File: config.mk
export PLATFORM = sky130hd
export DESIGN_NAME = writeback_arbiter_flat
export DESIGN_NICKNAME = d
export VERILOG_FILES = /design/src/rtl/writeback_pkg.sv /design/src/rtl/writeback_arbiter_if.sv /design/src/rtl/wb_input_buffer.sv /design/src/rtl/writeback_arbiter.sv /design/src/flat_wrapper.sv
export SDC_FILE = /design/constraint.sdc
export NUM_CORES = 1
export LEC_CHECK = 0
export CAP_MARGIN = 20
export CORE_ASPECT_RATIO = 1.75
export CORE_MARGIN = 3
export CORE_UTILIZATION = 35
export DETAILED_ROUTE_END_ITERATION = 12
export PLACE_DENSITY = 0.61
export SLEW_MARGIN = 25
export SYNTH_ARGS = -nofsm -noshare
export SYNTH_HDL_FRONTEND = slang
export SYNTH_SLANG_ARGS = --single-unit
export TNS_END_PERCENT = 100
File: constraint.sdc
create_clock -name clk -period 1.77 [get_ports clk]
set_input_delay 0.4425 -clock clk [delete_from_list [all_inputs] [get_ports clk]]
set_output_delay 0.4425 -clock clk [all_outputs]
set_load 0.02 [all_outputs]
File: src/rtl/writeback_pkg.sv
// Shared writeback types, constants and helpers for the writeback arbiter slice.
package writeback_pkg;

    localparam int unsigned WB_ZERO_REG      = 0;
    localparam int unsigned WB_DEF_ADDR_BITS = 5;

    // Default-width result message; the top module builds its own with the configured widths.
    typedef struct packed {
        logic [WB_DEF_ADDR_BITS-1:0] waddr;
        logic [31:0]                 wdata;
        logic                        wen;
    } wb_msg_t;

    // Index width for a pipe select, never narrower than one bit.
    function automatic int unsigned wb_idx_bits(input int unsigned n);
        return (n > 1) ? $clog2(n) : 1;
    endfunction

endpackage

File: src/rtl/writeback_arbiter_if.sv
// Execute-pipe result handshakes plus the regfile write/commit port of the writeback arbiter.
interface writeback_arbiter_if
    import writeback_pkg::*;
#(
    parameter int unsigned p_num_pipes = 2,
    parameter int unsigned p_addr_bits = 5,
    parameter type         t_entry     = logic [31:0]
);

    localparam int unsigned p_pipe_bits = wb_idx_bits(p_num_pipes);

    logic [p_num_pipes-1:0]                  ex_val;
    logic [p_num_pipes-1:0]                  ex_rdy;
    logic [p_num_pipes-1:0][p_addr_bits-1:0] ex_waddr;
    t_entry                                  ex_wdata [p_num_pipes];
    logic [p_num_pipes-1:0]                  ex_wen;

    logic [p_addr_bits-1:0] waddr;
    t_entry                 wdata;
    logic                   wen;
    logic                   commit_val;
    logic [p_pipe_bits-1:0] commit_pipe;

    modport master (
        output ex_val, ex_waddr, ex_wdata, ex_wen,
        input  ex_rdy, waddr, wdata, wen, commit_val, commit_pipe
    );

    modport slave (
        input  ex_val, ex_waddr, ex_wdata, ex_wen,
        output ex_rdy, waddr, wdata, wen, commit_val, commit_pipe
    );

endinterface

File: src/rtl/wb_input_buffer.sv
// One-entry result buffer for a single execute pipe; accepts a new result while being drained.
module wb_input_buffer
    import writeback_pkg::*;
#(
    parameter type t_msg = wb_msg_t
) (
    input  logic clk,
    input  logic rst,
    input  logic val,
    input  t_msg msg_in,
    input  logic grant,
    input  logic skip,
    output logic rdy,
    output logic full,
    output t_msg msg
);

    logic full_q, full_d;
    t_msg msg_q, msg_d;
    logic load;

    assign rdy  = !full_q || grant;
    // A bypassed result is retired directly and must not also land in the buffer.
    assign load = val && rdy && !skip;

    always_comb begin
        full_d = full_q;
        msg_d  = msg_q;
        if (load) begin
            full_d = 1'b1;
            msg_d  = msg_in;
        end else if (grant) begin
            full_d = 1'b0;
        end
    end

    always_ff @(posedge clk) begin
        if (rst) begin
            full_q <= 1'b0;
            msg_q  <= '0;
        end else begin
            full_q <= full_d;
            msg_q  <= msg_d;
        end
    end

    assign full = full_q;
    assign msg  = msg_q;

endmodule

File: src/rtl/writeback_arbiter.sv
// Round-robin serialisation of execute-pipe results onto the single regfile write port.
// Optional same-cycle bypass when idle: define WRITEBACK_ARB_BYPASS_EN.
module writeback_arbiter
    import writeback_pkg::*;
#(
    parameter int unsigned p_num_pipes = 2,
    parameter int unsigned p_num_regs  = 32,
    parameter type         t_entry     = logic [31:0]
) (
    input logic          clk,
    input logic          rst,
    writeback_arbiter_if.slave bus
);

    localparam int unsigned p_addr_bits = $clog2(p_num_regs);
    localparam int unsigned p_pipe_bits = wb_idx_bits(p_num_pipes);

    typedef struct packed {
        logic [p_addr_bits-1:0] waddr;
        t_entry                 wdata;
        logic                   wen;
    } msg_t;

    msg_t                   in_msg  [p_num_pipes];
    msg_t                   buf_msg [p_num_pipes];
    logic [p_num_pipes-1:0] full, grant, skip, rdy;
    logic [p_pipe_bits-1:0] ptr_q, ptr_d, gnt_idx, sel_idx;
    logic                   gnt_any, sel_any;
    msg_t                   sel_msg;

    for (genvar i = 0; i < p_num_pipes; i++) begin : g_pipe
        assign in_msg[i] = '{waddr: bus.ex_waddr[i], wdata: bus.ex_wdata[i], wen: bus.ex_wen[i]};

        wb_input_buffer #(
            .t_msg (msg_t)
        ) u_buf (
            .clk    (clk),
            .rst    (rst),
            .val    (bus.ex_val[i]),
            .msg_in (in_msg[i]),
            .grant  (grant[i]),
            .skip   (skip[i]),
            .rdy    (rdy[i]),
            .full   (full[i]),
            .msg    (buf_msg[i])
        );
    end

    assign bus.ex_rdy = rdy;

    // First full buffer at or after the pointer; nothing retires while in reset.
    always_comb begin
        int unsigned cand;
        gnt_any = 1'b0;
        gnt_idx = '0;
        cand    = 0;
        if (!rst) begin
            for (int unsigned off = 0; off < p_num_pipes; off++) begin
                cand = (32'(ptr_q) + off) % p_num_pipes;
                if (!gnt_any && full[p_pipe_bits'(cand)]) begin
                    gnt_any = 1'b1;
                    gnt_idx = p_pipe_bits'(cand);
                end
            end
        end
        for (int unsigned i = 0; i < p_num_pipes; i++) begin
            grant[i] = gnt_any && (gnt_idx == p_pipe_bits'(i));
        end
    end

`ifdef WRITEBACK_ARB_BYPASS_EN
    logic                   byp_any;
    logic [p_pipe_bits-1:0] byp_idx;

    always_comb begin
        byp_any = !rst && !(|full) && $onehot(bus.ex_val);
        byp_idx = '0;
        for (int unsigned i = 0; i < p_num_pipes; i++) begin
            if (bus.ex_val[i]) begin
                byp_idx = p_pipe_bits'(i);
            end
        end
        skip = byp_any ? bus.ex_val : '0;
    end

    assign sel_any = gnt_any || byp_any;
    assign sel_idx = gnt_any ? gnt_idx : byp_idx;
    assign sel_msg = gnt_any ? buf_msg[gnt_idx] : in_msg[byp_idx];
`else
    assign skip    = '0;
    assign sel_any = gnt_any;
    assign sel_idx = gnt_idx;
    assign sel_msg = buf_msg[gnt_idx];
`endif

    always_comb begin
        bus.waddr       = '0;
        bus.wdata       = '0;
        bus.wen         = 1'b0;
        bus.commit_val  = 1'b0;
        bus.commit_pipe = '0;
        if (sel_any) begin
            bus.waddr       = sel_msg.waddr;
            bus.wdata       = sel_msg.wdata;
            // x0 results still retire, but never reach the regfile.
            bus.wen         = sel_msg.wen && (sel_msg.waddr != p_addr_bits'(WB_ZERO_REG));
            bus.commit_val  = 1'b1;
            bus.commit_pipe = sel_idx;
        end
    end

    always_comb begin
        ptr_d = ptr_q;
        if (sel_any) begin
            ptr_d = p_pipe_bits'((32'(sel_idx) + 1) % p_num_pipes);
        end
    end

    always_ff @(posedge clk) begin
        if (rst) begin
            ptr_q <= '0;
        end else begin
            ptr_q <= ptr_d;
        end
    end

endmodule

File: src/flat_wrapper.sv
// flat-port wrapper written by rule: the top's interface ports become plain ports
module writeback_arbiter_flat import writeback_pkg::*;
#(
    parameter int unsigned p_num_pipes = 2,
    parameter int unsigned p_num_regs  = 32,
    parameter type         t_entry     = logic [31:0]
)
  (clk, rst, bus_ex_val, bus_ex_waddr, bus_ex_wdata, bus_ex_wen, bus_ex_rdy, bus_waddr, bus_wdata, bus_wen, bus_commit_val, bus_commit_pipe);
  writeback_arbiter_if #(.p_num_pipes(p_num_pipes), .p_addr_bits(5), .t_entry(t_entry)) bus_i ();
  input logic clk;
  input logic rst;
  input wire logic [$bits(bus_i.ex_val)-1:0] bus_ex_val;
  input wire logic [$bits(bus_i.ex_waddr)-1:0] bus_ex_waddr;
  input wire logic [$bits(bus_i.ex_wdata)-1:0] bus_ex_wdata;
  input wire logic [$bits(bus_i.ex_wen)-1:0] bus_ex_wen;
  output wire logic [$bits(bus_i.ex_rdy)-1:0] bus_ex_rdy;
  output wire logic [$bits(bus_i.waddr)-1:0] bus_waddr;
  output wire logic [$bits(bus_i.wdata)-1:0] bus_wdata;
  output wire logic [$bits(bus_i.wen)-1:0] bus_wen;
  output wire logic [$bits(bus_i.commit_val)-1:0] bus_commit_val;
  output wire logic [$bits(bus_i.commit_pipe)-1:0] bus_commit_pipe;
  assign bus_i.ex_val = bus_ex_val;
  assign bus_i.ex_waddr = bus_ex_waddr;
  assign bus_i.ex_wdata = {>>{bus_ex_wdata}};
  assign bus_i.ex_wen = bus_ex_wen;
  assign bus_ex_rdy = bus_i.ex_rdy;
  assign bus_waddr = bus_i.waddr;
  assign bus_wdata = bus_i.wdata;
  assign bus_wen = bus_i.wen;
  assign bus_commit_val = bus_i.commit_val;
  assign bus_commit_pipe = bus_i.commit_pipe;
  writeback_arbiter #(.p_num_pipes(p_num_pipes), .p_num_regs(p_num_regs), .t_entry(t_entry)) u_core (.clk(clk), .rst(rst), .bus(bus_i));
endmodule
Word-level counts from Yosys, hierarchy flattened
Index checks and enable logic that the tools add are counted.

storage, ports and cells
  flip-flop bits (word level) = 79
  input bits = 80
  word-level logic and storage cells = 53

cells by class
  add/subtract/negate cells = 2
  magnitude comparators = 3
  mux-type cells = 23
  bitwise gates (word level) = 2
  reductions and logical operators = 14

operators with widths
  operator               count
  $mux W38               3
  $mux W32               1
  $mux W1                18
  $logic_and A1 B1 Y1    6
  $mux W5                1
  $reduce_bool A5 Y1     1
  $lt A1 B2 Y1 const B   2
  $reduce_bool A2 Y1     2
  $logic_not A1 Y1       3
  $add A1 B1 Y1 const B  2
  $ge A2 B2 Y1 const B   1
  $logic_or A1 B1 Y1     2
  $not A1 Y2             1
  $not A1 Y1             1

Logic depth before layout (Yosys ltp)
  depth after elaboration = 15
  mapped depth = 7

Modules after synthesis
From an unflattened synthesis, not the netlist that was laid out.

unflattened totals
  cells, all modules = 480
  area, all modules = 4438.0 um^2

modules (own cells, without submodules)
  module             instances  cells an instance  area an instance (um^2)
  wb_input_buffer    2          169                1773.0
  writeback_arbiter  1          142                892.1

Least setup slack after synthesis
OpenSTA, ideal clock, no wires.

  kind = input -> output
  start = input rst
  end = output bus_wen
  arrival time = 1510 ps
  data required time = 1327 ps
  path slack = -182 ps
  stages on the path = 5
  buffers on the path = 1
  cell sequence = nand3b_4 > inv_2 > buf_6 > nor3_1 > nor4_1

on the way
  longest elaborated chain between the ends = 8

ends and longest elaborated chain
  item                                          RTL line                  RTL
  start, declared                               flat_wrapper.sv:11        input logic rst;
  $mux W1                                       writeback_arbiter.sv:57   if (!rst) begin
  $not A1 Y2 (not written as such)              writeback_arbiter.sv:93   assign sel_msg = buf_msg[gnt_idx];
  $mux W38 (not written as such) (3 in series)  writeback_arbiter.sv:93
  $reduce_bool A5 Y1                            writeback_arbiter.sv:106  bus.wen = sel_msg.wen && (sel_msg.waddr != p_addr_bits'(WB_ZERO_REG));
  $logic_and A1 B1 Y1                           writeback_arbiter.sv:106
  $mux W1 *                                     writeback_arbiter.sv:102  if (sel_any) begin
  end, declared                                 flat_wrapper.sv:19        output wire logic [$bits(bus_i.wen)-1:0] bus_wen;

Every way passes the cells marked *; elsewhere a longest branch is shown, timed or not. The select of a mux whose other input is x is not followed.

Final worst setup path
  start = register u_core.g_pipe[0].u_buf.full_q
  end = output bus_wen

on the way
  longest elaborated chain between the ends = 15

ends and longest elaborated chain
  item                                          RTL line                  RTL
  start, declared                               wb_input_buffer.sv:18     logic full_q, full_d;
  start signal, assigned                        wb_input_buffer.sv:42     full_q <= full_d;
  $mux W1 (not written as such) (2 in series)   writeback_arbiter.sv:60   if (!gnt_any && full[p_pipe_bits'(cand)]) begin
  $mux W1                                       writeback_arbiter.sv:60
  $mux W1                                       writeback_arbiter.sv:57
  $logic_not A1 Y1                              writeback_arbiter.sv:60
  $logic_and A1 B1 Y1                           writeback_arbiter.sv:60
  $mux W1                                       writeback_arbiter.sv:60
  $mux W1                                       writeback_arbiter.sv:57
  $not A1 Y2 (not written as such)              writeback_arbiter.sv:93
  $mux W38 (not written as such) (3 in series)  writeback_arbiter.sv:93
  $reduce_bool A5 Y1                            writeback_arbiter.sv:106
  $logic_and A1 B1 Y1                           writeback_arbiter.sv:106
  $mux W1 *                                     writeback_arbiter.sv:102

Marks and branches as above.

==> run metrics <==
Antenna Nets Post-Route=0; Slew @ Worst Pin=0.484 ns; Core ar.=10300 sq um; violations in the final reports=negative setup slack; largest net degree at the start of global routing=62; hold path start=u_core.g_pipe[0].u_buf.msg[15]; Worst Hold End=u_core.g_pipe[0].u_buf.msg[15]; Crit. End Element=output pin; Final TNS setup=-9.90 ns; Vias=3349; worst-path cell chain=a21boi_2, buf_4, a32oi_1, nor4_2, buf_4; vias in the first global route=3432; Final setup viols=40; worst reg2reg path depth=8; Crit-path slowest cell=nor4_2; final instance area=5810 sq um; Worst R2R End=u_core.g_pipe[1].u_buf.msg[31]; antenna violations before repair=0; CP dominant cell by count=buf_4; first-pass GRT wire length=16.9 mm; Crit Path Class=flip-flop to output pin; clk sinks=79; register area share after synthesis=0.426; Root Driver=clkbuf_16; min setup slack post-route=-0.324 ns; final wirelength=10.9 mm; synthesized cell area=3710 sq um; Filler cells=948; IO buf count=121; Initial Util=0.360; Seq cells post-synth=79; Tot Pwr=4640 uW; min-delay worst type=flip-flop to flip-flop; EDFF count, synth=0; Rows=49; Leakage=0.00242 uW; Hold Path Stages=2; I/O Pins=122; worst hold slack=0.452 ns; grt ovf=0; DP Wirelength=7.62 mm; Post-DP Area=5170 sq um; H-tree levels=3; GRT Total Usage=0.180; P&R area growth vs syn=56.7%; layout cells sized above 1=0.238; die width=83.8 um; Warnings, synthesis=0; die height=142 um; TritonCTS buffer count=9; Slew Limit Fails=0; area of the multi-input gates=1970 sq um; status=complete, but fails checks; syn_nets=495; Critical R2R Launch=u_core.g_pipe[0].u_buf.full; Register Area=1590 sq um; antenna fix cells=0; Critical Path Source Type=flip-flop; Routed WL per cell=15.8 um; IR drop worst, VDD=521 uV; CTS tree=done; vias per std cell=4.85; clk buf depth=2; DR DRC count=0; Die ar.=11900 sq um; NumNets Final=640; Clock transition at path regs=0.06 ns; top_reg_cell synth=dfxtp_1; RSZ-0062 raised after global routing=yes; minimum clock period=2.09 ns; final clock skew=0.00432 ns; Max Cap Violations=0; drt initial violations=110; Pre-Repair DR Iteration Count=4; number of distinct library cells after synthesis=26; arrival time at the worst endpoint=1.65 ns; number of hold buffers added after cts=0; WP data required=1.33 ns; Syn Inst Count=415; Avg Cell Area, Syn=8.94 sq um; pre-CTS setup slack=-0.573 ns; Reg2Reg Setup Slack=0.08 ns; fraction of registers with async set/reset=0; slew margin rel.=0.677; Pwr Density=798 nW/um^2; CP Max Fanout=2; slowest stage delay, CP=0.39 ns; Tcrit/Tclk final=1.18; worst skew pair latency=0.33 ns; achievable clock frequency=0.478 GHz; final hold violation count=0; GP Congestion=0.825
power breakdown:
part	internal, uW	switching (uW)	leakage, uW
registers	1900	67.1	0.000651
clock network	1110	673	0.000140
logic	509	386	0.00163
total	3510	1130	0.00242
synth_stat cells, drive strengths merged (2+ instances only):
cell type	n	share of area
nor2	5	0.0051
clkbuf	12	0.012
mux2i	38	0.10
nand2b	77	0.13
dfxtp	79	0.43
nor3	2	0.0027
or4	2	0.0040
a21boi	3	0.0081
a21oi	45	0.061
inv	2	0.0020
nand2	88	0.089
a32oi	2	0.0047
a22o	31	0.073
buf	23	0.063
cell families after synthesis:
logic type             synth area share
AND/OR/NAND/NOR                   0.241
buffers and inverters            0.0769
AO/OA/AOI/OAI                     0.153
multiplexers                      0.103
flip-flops                        0.426
critical path: cells and delay by family, from the launching register on:
| kind | cells | cell delay [ns] |
|---|---|---|
| buffers and inverters | 2 | 0.35 |
| AO/OA/AOI/OAI | 2 | 0.26 |
| flip-flops | 1 | 0.33 |
| AND/OR/NAND/NOR | 1 | 0.39 |
per-stage QoR:
step,utilization,instances
after CTS,0.561,689
after global placement,0.502,661
after detailed placement,0.502,661
after floorplan,-,415
after global routing,0.564,690
final,0.564,690
routing by layer:
layer  wire length, um  GRT usage
met1              4030      0.182
met2              6250      0.351
met3               421     0.0324
met4               213     0.0831
met5                 0          0
layout by cell type (no fill, tap or decap), types with 2 or more instances in the layout:
cell	n
buf_12	10
a21oi_1	40
nand2b_1	76
buf_4	34
nand2_4	4
nor2_1	5
clkinv_2	2
a21oi_2	5
nand2_1	80
a21boi_4	2
dfxtp_2	3
buf_6	42
mux2i_1	38
nand2_2	4
dfxtp_1	76
clkdlybuf4s50_1	78
buf_2	2
clkbuf_16	9
a22o_1	31
flip-flops by register name, indices dropped and copies added, names as in the netlist:
name / flops
u_core.g_pipe.u_buf.msg: 76
u_core.ptr_q: 1
u_core.g_pipe.u_buf.full: 2
layout make-up:
class | instances | area share
timing repair buffer | 169 | 0.309
inverter | 2 | 0.00344
clock inverter | 4 | 0.00818
sequential | 79 | 0.273
clock buffer | 10 | 0.0411
tap | 127 | 0.0273
multi-input combinational | 299 | 0.338
timing repair:
| item | in CTS | in global routing |
|---|---|---|
| buffers inserted | 10 | 4 |
| pin swaps | 27 | 12 |
| gates cloned | 4 | 0 |
| endpoints found under the setup margin | 42 | 42 |
| hold endpoints to repair | 0 | 0 |
| gates resized for setup | 275 | 18 |
worst max-delay path by stage:
| stage | to | start | slack, ns |
|---|---|---|---|
| 6_report | bus_wen | u_core.g_pipe[0].u_buf.full | -0.32 |
| 5_1_grt | bus_wen | u_core.g_pipe[0].u_buf.full | -0.36 |
| 4_1_cts | bus_wdata[11] | u_core.g_pipe[0].u_buf.full | -0.30 |
| 3_5_place_dp | bus_wen | rst | -0.57 |
| 3_3_place_gp | bus_wen | rst | -0.55 |
| 2_1_floorplan | bus_waddr[0] | rst | -0.04 |
Note: power is estimated with default switching activity, not from simulation.
==> RTL edit (config.mk and constraints unchanged) <==
Add a define of `WRITEBACK_ARB_BYPASS_EN`.
--- a/src/rtl/writeback_arbiter.sv
+++ b/src/rtl/writeback_arbiter.sv
@@ -1,5 +1,7 @@
 // Round-robin serialisation of execute-pipe results onto the single regfile write port.
 // Optional same-cycle bypass when idle: define WRITEBACK_ARB_BYPASS_EN.
+`define WRITEBACK_ARB_BYPASS_EN
+
 module writeback_arbiter
     import writeback_pkg::*;
 #(
Behaviour: not the same (Yosys sat finds a counterexample within 4 cycles, from zero or initial values and one cycle with rst high).
==> RTL edit against the unedited design <==
The run still ends with negative setup slack left. Setup slack worse by 0.20 ns. Sequential cell count unchanged. Count of clock-buffer cells in the layout rose by 1. Cell area rose by 45%. Area after synthesis up 22%. Synthesized cell count is 23% higher. First-iteration DRC count increased by 120%. Cell count is 27% higher. Routed wire length grew 65%. Via count increased by 44%. Critical endpoint is now bus_wdata[20]. Highest routed layer unchanged.
Power is not compared: it rests on default switching activity, and its combinational part moved more than twofold at a synthesized area within 25%.
==> RTL edit: results (changes against the unedited design) <==
\begin{tabular}{lr}
\hline
Metric & Value \\
\hline
\multicolumn{2}{l}{\textbf{Worst setup path}} \\
End of the worst register-to-register path & u\_core.g\_pipe[1].u\_buf.msg[22] \\
Worst setup slack for register-to-register paths & -0.15 ns (-0.23 ns) \\
Worst setup path endpoint & bus\_wdata[20] \\
Startpoint of the worst-slack reg-to-reg timing path & u\_core.g\_pipe[1].u\_buf.full \\
Worst path max stage delay & 0.36 ns (-0.03 ns) \\
Slowest stage cell on the critical path & sky130\_fd\_sc\_hd\_\_dfxtp\_4 \\
Max Fanout on Critical Path & 6 (+4) \\
Family of cells with the greatest summed delay on the critical path & buffers and inverters \\
\multicolumn{2}{l}{\textbf{Placed design}} \\
Placed Instances & 826 (+25\%) \\
Dpl ws & -1.03 ns (-0.453 ns) \\
Placed instance area & 0.00649 sq mm (+26\%) \\
\multicolumn{2}{l}{\textbf{GRT}} \\
Number of global-route vias before repair & 5151 (+50\%) \\
Pin count of the biggest net entering global routing & 48 (-23\%) \\
Global-route wire length before repair & 26200 um (+55\%) \\
Global Route Usage Sum & 23.2\% (+5.2 points) \\
Global-route track usage on met2 & 44.0\% (+8.9 points) \\
\multicolumn{2}{l}{\textbf{Logic synthesis}} \\
Post-synthesis average cell area & 8.85 sq um (-0.98\%) \\
Fraction of the yosys area taken by sequential cells & 34.9\% (-7.7 points) \\
Leading cell types by count after synthesis & 110 x sky130\_fd\_sc\_hd\_\_nor2\_1, 79 x sky130\_fd\_sc\_hd\_\_dfxtp\_1, 74 x sky130\_fd\_sc\_hd\_\_mux2i\_1 \\
Netlist cell types & 41 (+58\%) \\
\multicolumn{2}{l}{\textbf{Detailed routing}} \\
Total number of vias & 4816 (+44\%) \\
Average via count per standard cell & 5.49 (+13\%) \\
Length of routed wiring on met1 & 6230 um (+54\%) \\
Met3 WL & 677 um (+61\%) \\
Met2 wire length & 10000 um (+61\%) \\
Final wirelength & 18000 um (+65\%) \\
\multicolumn{2}{l}{\textbf{STA}} \\
Largest clock skew in the final design & 0.00711 ns (+0.00279 ns) \\
Post-route setup slack & -0.526 ns (-0.203 ns) \\
Post-Route Setup TNS & -23.99 ns (-14.09 ns) \\
Max-Slew Margin vs Limit & 57.1\% (-11 points) \\
Count of endpoints failing setup in the final report & 118 (+200\%) \\
\multicolumn{2}{l}{\textbf{Finish}} \\
Ratio of cells with drive above 1 in the final layout & 50.8\% (+27 points) \\
\multicolumn{2}{l}{\textbf{Status}} \\
Status & finished with violations \\
Failing checks & negative setup slack \\
\hline
\end{tabular}
[RTL edit: layout make-up]
class,count,area (sq um)
clock buffer,11,243
clock inverter,5,57.6
fill,925,4150
inverter,7,28.8
multi-input combinational,371,3660
sequential,79,1590
tap,168,210
timing repair buffer,236,2630
[RTL edit: what timing repair did]
| item | CTS | global route |
|---|---|---|
| gates resized for setup | 330 | 134 |
| hold buffers | 0 | 0 |
| endpoints found under the setup margin | 72 | 118 |
| setup buffers | 20 | 9 |
| cloned | 6 | 4 |
| pin swaps | 41 | 68 |
[RTL edit: cells by family (layout without fill, tap and decap cells)]
logic type      Yosys count  after routing  share of synthesized area, %
mux                      76             76                          16.8
xor+xnor                  1              1                         0.193
compound gates          139            139                          25.2
simple gates            155            155                          14.4
flops                    79             79                          34.9
buf+inv                  62            259                          8.45
